--- src/rtl/ext_arb_pkg.sv ---
// ----------------------------------------------------------------------------
// ext_arb_pkg
// Shared definitions for the immediate-extension arbiter:
//   - default immediate / result widths
//   - calc_id_w(): width of a requester index (at least 1 bit)
//   - state_e: output-register occupancy state
//   - rr_pick(): round-robin search over up to 8 requesters
// No ports (package).
// ----------------------------------------------------------------------------
package ext_arb_pkg;

    localparam int IMM_W_DEF = 16;
    localparam int OUT_W_DEF = 32;
    localparam int MAX_REQ   = 8;

    typedef enum logic {
        EMPTY = 1'b0,
        FULL  = 1'b1
    } state_e;

    function automatic int calc_id_w(input int n);
        return (n <= 2) ? 1 : $clog2(n);
    endfunction

    // Returns the first set bit of valid, searching upward from ptr and
    // wrapping modulo n. Only meaningful when at least one bit of
    // valid[n-1:0] is set; otherwise returns 0.
    function automatic logic [2:0] rr_pick(input logic [7:0] valid,
                                           input logic [2:0] ptr,
                                           input int         n);
        logic [2:0] res;
        logic       found;
        int         cand;
        res   = '0;
        found = 1'b0;
        for (int i = 0; i < MAX_REQ; i++) begin
            cand = (int'(ptr) + i) % n;
            if (!found && (i < n) && valid[cand[2:0]]) begin
                res   = cand[2:0];
                found = 1'b1;
            end
        end
        return res;
    endfunction

endpackage

--- src/rtl/imm_ext_core.sv ---
// ----------------------------------------------------------------------------
// imm_ext_core
// Combinational immediate extender shared by all requesters.
//   imm_i      [IMM_W]  immediate to extend
//   signext_i  [1]      1 = sign extend, 0 = zero extend
//   lui_i      [1]      (EXT_LUI_EN builds only) place imm in the upper bits
//   result_o   [OUT_W]  extended value
// Optional feature macro: EXT_LUI_EN.
// ----------------------------------------------------------------------------
module imm_ext_core #(
    parameter int IMM_W = 16,
    parameter int OUT_W = 32
) (
    input  logic [IMM_W-1:0] imm_i,
    input  logic             signext_i,
`ifdef EXT_LUI_EN
    input  logic             lui_i,
`endif
    output logic [OUT_W-1:0] result_o
);

    logic fill_bit;

    assign fill_bit = signext_i & imm_i[IMM_W-1];

`ifdef EXT_LUI_EN
    // Upper-immediate form overrides the sign/zero choice entirely.
    assign result_o = lui_i ? {imm_i, {(OUT_W-IMM_W){1'b0}}}
                            : {{(OUT_W-IMM_W){fill_bit}}, imm_i};
`else
    assign result_o = {{(OUT_W-IMM_W){fill_bit}}, imm_i};
`endif

endmodule

--- src/rtl/ext_share_arbiter.sv ---
// ----------------------------------------------------------------------------
// ext_share_arbiter
// Round-robin arbiter sharing one immediate extender among NUM_REQ
// requesters, with a one-deep tagged output register.
//   Clk           [1]              rising-edge clock
//   Reset         [1]              synchronous, active-low reset
//   req_valid     [NUM_REQ]        per-requester request valid
//   req_imm       [NUM_REQ*IMM_W]  packed immediates, slot i at [i*IMM_W +: IMM_W]
//   req_signext   [NUM_REQ]        1 = sign extend, 0 = zero extend
//   req_lui       [NUM_REQ]        (EXT_LUI_EN builds only) upper-immediate form
//   req_ready     [NUM_REQ]        one-hot accept strobe
//   rsp_valid     [1]              result register holds valid data
//   rsp_data      [OUT_W]          extended result
//   rsp_id        [ID_W]           requester that produced rsp_data
//   rsp_ready     [1]              consumer accepts the response
//   dbg_state_o   [1]              occupancy state (EMPTY/FULL)
//   dbg_rr_ptr_o  [ID_W]           round-robin search start
// Handshake: a transfer happens on a rising edge where valid and ready are
// both high on the same channel; ready never depends on anything but the
// current state, rsp_ready and req_valid, and data is held while FULL and
// not accepted.
// Optional feature macro: EXT_LUI_EN.
// ----------------------------------------------------------------------------
module ext_share_arbiter
    import ext_arb_pkg::*;
#(
    parameter int NUM_REQ = 2,
    parameter int IMM_W   = IMM_W_DEF,
    parameter int OUT_W   = OUT_W_DEF,
    localparam int ID_W   = calc_id_w(NUM_REQ)
) (
    input  logic                     Clk,
    input  logic                     Reset,
    input  logic [NUM_REQ-1:0]       req_valid,
    input  logic [NUM_REQ*IMM_W-1:0] req_imm,
    input  logic [NUM_REQ-1:0]       req_signext,
`ifdef EXT_LUI_EN
    input  logic [NUM_REQ-1:0]       req_lui,
`endif
    output logic [NUM_REQ-1:0]       req_ready,
    output logic                     rsp_valid,
    output logic [OUT_W-1:0]         rsp_data,
    output logic [ID_W-1:0]          rsp_id,
    input  logic                     rsp_ready,
    output state_e                   dbg_state_o,
    output logic [ID_W-1:0]          dbg_rr_ptr_o
);

    state_e             state_q, state_d;
    logic [OUT_W-1:0]   data_q,  data_d;
    logic [ID_W-1:0]    id_q,    id_d;
    logic [ID_W-1:0]    ptr_q,   ptr_d;

    logic [ID_W-1:0]    gnt;
    logic               any_valid;
    logic               can_accept;
    logic               xfer;
    logic [IMM_W-1:0]   imm_sel;
    logic               signext_sel;
    logic [OUT_W-1:0]   ext_result;

    assign gnt        = ID_W'(rr_pick(8'(req_valid), 3'(ptr_q), NUM_REQ));
    assign any_valid  = |req_valid;
    // Draining and refilling in the same cycle keeps full throughput.
    assign can_accept = (state_q == EMPTY) || rsp_ready;
    // Gating with Reset keeps req_ready low for the whole reset period.
    assign xfer       = Reset && any_valid && can_accept;

    always_comb begin
        req_ready = '0;
        if (xfer) begin
            req_ready[gnt] = 1'b1;
        end
    end

    assign imm_sel     = req_imm[gnt*IMM_W +: IMM_W];
    assign signext_sel = req_signext[gnt];

    imm_ext_core #(
        .IMM_W (IMM_W),
        .OUT_W (OUT_W)
    ) u_core (
        .imm_i     (imm_sel),
        .signext_i (signext_sel),
`ifdef EXT_LUI_EN
        .lui_i     (req_lui[gnt]),
`endif
        .result_o  (ext_result)
    );

    always_comb begin
        state_d = state_q;
        data_d  = data_q;
        id_d    = id_q;
        ptr_d   = ptr_q;
        if (xfer) begin
            state_d = FULL;
            data_d  = ext_result;
            id_d    = gnt;
            ptr_d   = (gnt == ID_W'(NUM_REQ-1)) ? '0 : gnt + 1'b1;
        end else if ((state_q == FULL) && rsp_ready) begin
            state_d = EMPTY;
        end
    end

    always_ff @(posedge Clk) begin
        if (!Reset) begin
            state_q <= EMPTY;
            data_q  <= '0;
            id_q    <= '0;
            ptr_q   <= '0;
        end else begin
            state_q <= state_d;
            data_q  <= data_d;
            id_q    <= id_d;
            ptr_q   <= ptr_d;
        end
    end

    assign rsp_valid    = (state_q == FULL);
    assign rsp_data     = data_q;
    assign rsp_id       = id_q;
    assign dbg_state_o  = state_q;
    assign dbg_rr_ptr_o = ptr_q;

endmodule

--- config.mk ---
export PLATFORM = sky130hd
export DESIGN_NAME = ext_share_arbiter
export DESIGN_NICKNAME = d
export VERILOG_FILES = /design/src/rtl/ext_arb_pkg.sv /design/src/rtl/imm_ext_core.sv /design/src/rtl/ext_share_arbiter.sv
export SDC_FILE = /design/constraint.sdc
export NUM_CORES = 1
export LEC_CHECK = 0
export CAP_MARGIN = 20
export CORE_MARGIN = 2
export CORE_UTILIZATION = 48
export CTS_BUF_LIST = sky130_fd_sc_hd__clkbuf_2
export CTS_CLUSTER_DIAMETER = 100
export DETAILED_ROUTE_END_ITERATION = 10
export PLACE_DENSITY = 0.95
export SLEW_MARGIN = 20
export SYNTH_ARGS = -nofsm -noshare
export SYNTH_HDL_FRONTEND = slang
export SYNTH_HIERARCHICAL = 1
export SYNTH_SLANG_ARGS = --single-unit
--- constraint.sdc ---
create_clock -name Clk -period 4 [get_ports Clk]
set_input_delay 0.6 -clock Clk [delete_from_list [all_inputs] [get_ports Clk]]
set_output_delay 0.6 -clock Clk [all_outputs]
set_load 0.05 [all_outputs]
==> results.toml, run 1 <==
[setup_path]
crit_path_start_kind = "primary input"
crit_type = "in2out"
path_max_fanout = 34
cp_num_buf_inv = 3
cp_slowest_cell = "clkdlybuf4s50_1"
path_cells = "clkdlybuf4s50_1 > o21a_1 > buf_4 > and2_4 > and2_1 > buf_12"
cp_top_family = "buffers and inverters"
cp_data_arrival_time_ns = 2.18
cp-end-kind = "primary output"
slowest_delay_ns = 0.58
worstPathRequired_ns = 3.40

[power]
sequentialPowerShare = 0.392
power_mw = 1.01
p_per_area_nw_per_um2 = 409
pwr-share-comb = 0.320
swShare = 0.330
p_sw_mw = 0.335
p_clk_frac = 0.288
ir_worst_vdd_mv = 0.240
p_leak_nw = 0.931
p_int_mw = 0.679

[floorplanning]
initial_core_util = 0.507
core_um2 = 3720
dieWidth_um = 66.7
die_h_um = 66.7
fp.dieArea_um2 = 4450
io_pins = 77
placementRows = 22

[synthesis]
synth_top_area_share = 0.372
yosys_register_bits = 35
synth.most_common_cell = "dfxtp_1"
netlist_area_um2 = 1890
synth.distinct_cells = 22
synthArstFlopShare = 0
synth_seq_area_share = 0.372
synthCells = 212
ys.flop_type = "dfxtp_1"
synthTopCellsByArea = "dfxtp_1 (37%), buf_4 (13%), o21ai_2 (12%), mux2_2 (10%), nand3_1 (8.5%)"
synth_edf_count = 0
ys_warn_count = 6
avgSynthCellArea_um2 = 8.89
synthTopCellsByCount = "dfxtp_1 (35), buf_4 (33), nand2_1 (33)"
synth_nets = 251
synth_area_leader_cell = "dfxtp_1"

[clock_network]
cts_tree = "built"
postCtsSetupBuffers = 0
worstSkewPairLatency_ns = 0.39
cts_buffers = 5
clkTransAtPathRegs_ns = 0.19
clockBufferDepth = 2
ctsHtreeMaxLevel = 2
cts_resized = 0
cts_hold_buf = 0
cts-root-buf = "clkbuf_2"
numClockSinks = 35

[timing]
grt_setup_unrepaired = "false"
drv_slew = 0
fin_crit_ns = 2.78
post-route-period-util = 0.694
timing.slew.headroom = 0.606
fmax_mhz = 360
setup-violations-final = 0
tns_ns = 0
clock_skew_ns = 0.0113
worst_pin_slew_ns = 0.590
hold_viol = 0

[run_status]
status = "finished, final reports clean"

[cells_and_area]
n_fill_cell = 301
n_antenna_cell = 0
final_area_um2 = 2480
multi_input_area_um2 = 826
drive_gt1_frac = 0.239
fin_cells = 299
seqCellArea_um2 = 701
area_growth_pct = 31.7
fin_nets = 289

[place]
portBuffers = 76
hpwlAfterDp_um = 2880
dpl_cell_area_um2 = 2390
place.gp.congestion = 0.705
dp_cells = 291

[grt]
gr-total-overflow = 0
track_usage = 0.206
grt_pass1_wl_um = 6780
grt_max_degree = 36
grt_pass1_vias = 1397
antenna_found_initial = 0

[route]
vias = 1524
drc = 0
dr.pass1.iters = 4
drtAntennaViolNets = 0
viasPerCell = 5.10
avgRoutedWirePerCell_um = 14.0
postRouteWirelength_um = 4200
drtIter0Drc = 127

[run]
maxCapViolCount = 0

[min_path]
hp-class = "reg2reg"
registers in the layout, indices dropped and copies added (netlist names):
name          count
rsp_data         32
dbg_rr_ptr_o      1
dbg_state_o       1
rsp_id            1
layer usage:
layer	global-route usage	up-vias	wire [um]
li1	-	764	-
met4	0.0740	0	74
met2	0.343	49	2110
met5	0	-	0
met3	0.0625	9	254
met1	0.250	702	1760
per-stage QoR:
step	utilization	setup WS [ns]	hold slack, ns
2_1_floorplan	-	1.81	0.667
3_3_place_gp	0.644	1.26	0.442
3_5_place_dp	0.644	1.20	0.447
4_1_cts	0.668	1.24	0.469
5_1_grt	0.668	1.16	0.493
6_report	0.668	1.22	0.467
power groups by stage:
stage / logic [mW] / registers (mW) / clock network, mW
floorplan: 0.142 / 0.511 / 0
global placement: 0.322 / 0.404 / 0
detailed placement: 0.325 / 0.404 / 0
CTS: 0.327 / 0.397 / 0.297
global route: 0.343 / 0.401 / 0.315
finish: 0.325 / 0.397 / 0.292
worst reg2reg max path: stages, from the launching register on:
cell and delay [ns]:
dfxtp_1 0.40, o21ai_4 0.52, mux2_2 0.41, and2_1 0.32, nand3_1 0.14, o21ai_0 0.10
layout by cell type (no fill, tap or decap), drive strengths merged, types with 2 or more instances in the layout:
cell and count:
buf 6, nand2 33, dfxtp 35, o21ai 33, and2 3, clkbuf 6, a21oi 2, bufinv 2
nand3 32, mux2 17, clkdlybuf4s50 74, inv 2
cells by family after synthesis:
logic type / count (synthesis) / synth area share
AOI/OAI and AO/OA: 38 / 0.167
and+or+nand+nor: 71 / 0.170
DFF: 35 / 0.372
muxes: 17 / 0.102
buffers and inverters: 51 / 0.190
cell type report:
cell class                 instances  area share
inverter                           2     0.00302
tap                               48      0.0242
multi-input combinational        126       0.333
timing repair buffer              80       0.322
clock inverter                     2      0.0242
clock buffer                       6      0.0121
sequential                        35       0.282
worst paths after layout:
path | from | slack [ns] | depth (start not counted) | to
setup / recovery | req_valid[1] | 1.22 | 6 | req_ready[0]
hold / removal | rsp_data[28]$_SDFFE_PN0P_ | 0.47 | 2 | rsp_data[28]$_SDFFE_PN0P_
setup reg to reg | dbg_rr_ptr_o$_SDFFE_PN0P_ | 1.99 | 5 | rsp_data[18]$_SDFFE_PN0P_
hold reg to reg | rsp_data[28]$_SDFFE_PN0P_ | 0.47 | 2 | rsp_data[28]$_SDFFE_PN0P_
Power figures use the tool's default switching activity.
==> run 2: changes to the inputs <==
--- a/config.mk
+++ b/config.mk
@@ -7,11 +7,11 @@
 export LEC_CHECK = 0
 export CAP_MARGIN = 20
 export CORE_MARGIN = 2
-export CORE_UTILIZATION = 48
+export CORE_UTILIZATION = 40
 export CTS_BUF_LIST = sky130_fd_sc_hd__clkbuf_2
 export CTS_CLUSTER_DIAMETER = 100
 export DETAILED_ROUTE_END_ITERATION = 10
-export PLACE_DENSITY = 0.95
+export PLACE_DENSITY = 0.85
 export SLEW_MARGIN = 20
 export SYNTH_ARGS = -nofsm -noshare
 export SYNTH_HDL_FRONTEND = slang
==> constraint.sdc (replaced) <==
create_clock -name Clk -period 2.5 [get_ports Clk]
set_input_delay 0.375 -clock Clk [delete_from_list [all_inputs] [get_ports Clk]]
set_output_delay 0.375 -clock Clk [all_outputs]
set_load 0.05 [all_outputs]
==> run 2 against run 1 <==
  * Combinational power is 61% higher
  * Cell area increased by 0.55%
  * Clock-buffer cell count shrank 1
  * Critical path depth down 5
  * Sequential share of layout area is 0.16 points lower
  * Non-clock buffer count grew 3
  * Sequential power rose by 60%
  * Register-to-register slack lost 1.1 ns
  * Routed wire length decreased by 3.8%
  * First-iteration DRC count is 64% lower
  * Die area grew 19%
  * Largest power group unchanged
  * Sequential cell count did not move
==> results.toml, run 2 (synthesis results as in run 1) <==
[power]
p_per_area_nw_per_um2 = 606
ir_worst_vdd_mv = 0.315
p_int_mw = 0.983
swShare = 0.350
p_sw_mw = 0.530
p_leak_nw = 0.935
pwr-share-comb = 0.345
sequentialPowerShare = 0.420
p_clk_frac = 0.234

[timing]
grt_setup_unrepaired = "false"
fin_ws_ns = 0.447
fin_crit_ns = 2.05
worst_pin_slew_ns = 0.542
setup-violations-final = 0
timing.slew.headroom = 0.639
hold_viol = 0
clock_skew_ns = 0.0108
drv_slew = 0
tns_ns = 0
post-route-period-util = 0.821
fmax_mhz = 487

[route]
drtAntennaViolNets = 0
postRouteWirelength_um = 4040
drtIter0Drc = 46
vias = 1511
drc = 0
dr_wl_met3_um = 287
wl_met2_um = 1990
avgRoutedWirePerCell_um = 13.2
viasPerCell = 4.94
drt-met1-wl_um = 1710
dr.pass1.iters = 4
top_layer = "met4"

[cells_and_area]
area_growth_pct = 32.4
drive_gt1_frac = 0.244
mostFrequentLayoutCell = "clkdlybuf4s50_1"
n_antenna_cell = 0
fin_nets = 292
largest_reg_flops = 32
layout_common_cells = "clkdlybuf4s50_1 (74), dfxtp_1 (35), nand2_1 (33)"

[floorplanning]
dieWidth_um = 72.7
core_um2 = 4440
io_pins = 77
die_h_um = 72.7
placementRows = 24
initial_core_util = 0.424
fp.dieArea_um2 = 5280

[setup_path]
worstPathRequired_ns = 2.12
r2r_end = "rsp_data[30]$_SDFFE_PN0P_"
cp_top_family = "buffers and inverters"
cp_data_arrival_time_ns = 1.68
cp-end-kind = "primary output"
crit_path_start_kind = "flip-flop"
slowest_delay_ns = 0.85
path_cells = "clkdlybuf4s50_1"
r2r_cells = 5
crit_type = "reg2out"
timing.rr.start = "dbg_rr_ptr_o$_SDFFE_PN0P_"
cp_slowest_cell = "clkdlybuf4s50_1"
cp_num_buf_inv = 1
reg2reg_slack_ns = 0.89
path_max_fanout = 4

[run_status]
status = "finished, final reports clean"

[grt]
gr-total-overflow = 0
antenna_found_initial = 0
grt_pass1_wl_um = 6380
track_usage = 0.156
grt_pass1_vias = 1432
grt_max_degree = 34

[min_path]
holdPathEnd = "rsp_data[28]$_SDFFE_PN0P_"
worstHoldStart = "rsp_data[28]$_SDFFE_PN0P_"
whs_path_depth = 2
hp-class = "reg2reg"

[clock_network]
cts_tree = "built"
cts_buffers = 5
clkTransAtPathRegs_ns = 0.18
numClockSinks = 35
ctsHtreeMaxLevel = 2
cts_resized = 0
postCtsSetupBuffers = 0
clockBufferDepth = 2
cts_hold_buf = 0
worstSkewPairLatency_ns = 0.38
cts-root-buf = "clkbuf_2"

[place]
place.gp.congestion = 0.698
dp_slack_ns = 0.322
portBuffers = 76
hpwlAfterDp_um = 2870

[run]
maxCapViolCount = 0
-- run 2: cell types whose count changed in the layout (fill, tap and decap cells not counted), sizes merged --
cell / change
buf: +3
bufinv: -1
clkbuf: -1
clkinv: +2
-- run 2: area by class of cell --
cell class                      instances  area [um2]
Clock buffer                            5        25.0
Clock inverter                          3        38.8
Fill cell                             424        1950
Inverter                                2        7.51
Multi-Input combinational cell        126         826
Sequential cell                        35         701
Tap cell                               52        65.1
Timing Repair Buffer                   83         833
-- run 2: worst max-delay path by stage --
stage	from	endpoint	cells after the start
2_1_floorplan	dbg_rr_ptr_o$_SDFFE_PN0P_	rsp_data[21]$_SDFFE_PN0P_	7
3_3_place_gp	req_valid[0]	rsp_data[24]$_SDFFE_PN0P_	7
3_5_place_dp	req_valid[0]	rsp_data[30]$_SDFFE_PN0P_	7
4_1_cts	dbg_rr_ptr_o$_SDFFE_PN0P_	dbg_rr_ptr_o	1
5_1_grt	dbg_rr_ptr_o$_SDFFE_PN0P_	dbg_rr_ptr_o	1
6_report	dbg_rr_ptr_o$_SDFFE_PN0P_	dbg_rr_ptr_o	1
-- run 2: power groups by stage --
stage                     clock [mW]  sequential, mW  combinational, mW
after floorplan                    0           0.818              0.228
after global placement             0           0.646              0.521
after detailed placement           0           0.647              0.527
after CTS                      0.366           0.636              0.529
after global routing           0.385           0.642              0.551
final                          0.355           0.636              0.523
-- run 2: routing by layer --
metal | up-vias | track usage
met2 | 45 | 0.270
met4 | 0 | 0.0741
met1 | 695 | 0.177
li1 | 764 | -
met5 | - | 0
met3 | 7 | 0.0401
-- run 2: metrics by stage --
| stage | instance area (um2) | cells | hold slack, ns | util | total power, mW |
|---|---|---|---|---|---|
| 6_report | 2500 | 306 | 0.464 | 0.562 | 1.51 |
| 5_1_grt | 2500 | 306 | 0.480 | 0.562 | 1.58 |
| 4_1_cts | 2500 | 306 | 0.466 | 0.562 | 1.53 |
| 3_3_place_gp | 2430 | 298 | 0.442 | 0.547 | 1.17 |
| 2_1_floorplan | 1890 | 212 | 0.542 | - | 1.05 |
| 3_5_place_dp | 2430 | 298 | 0.443 | 0.547 | 1.17 |
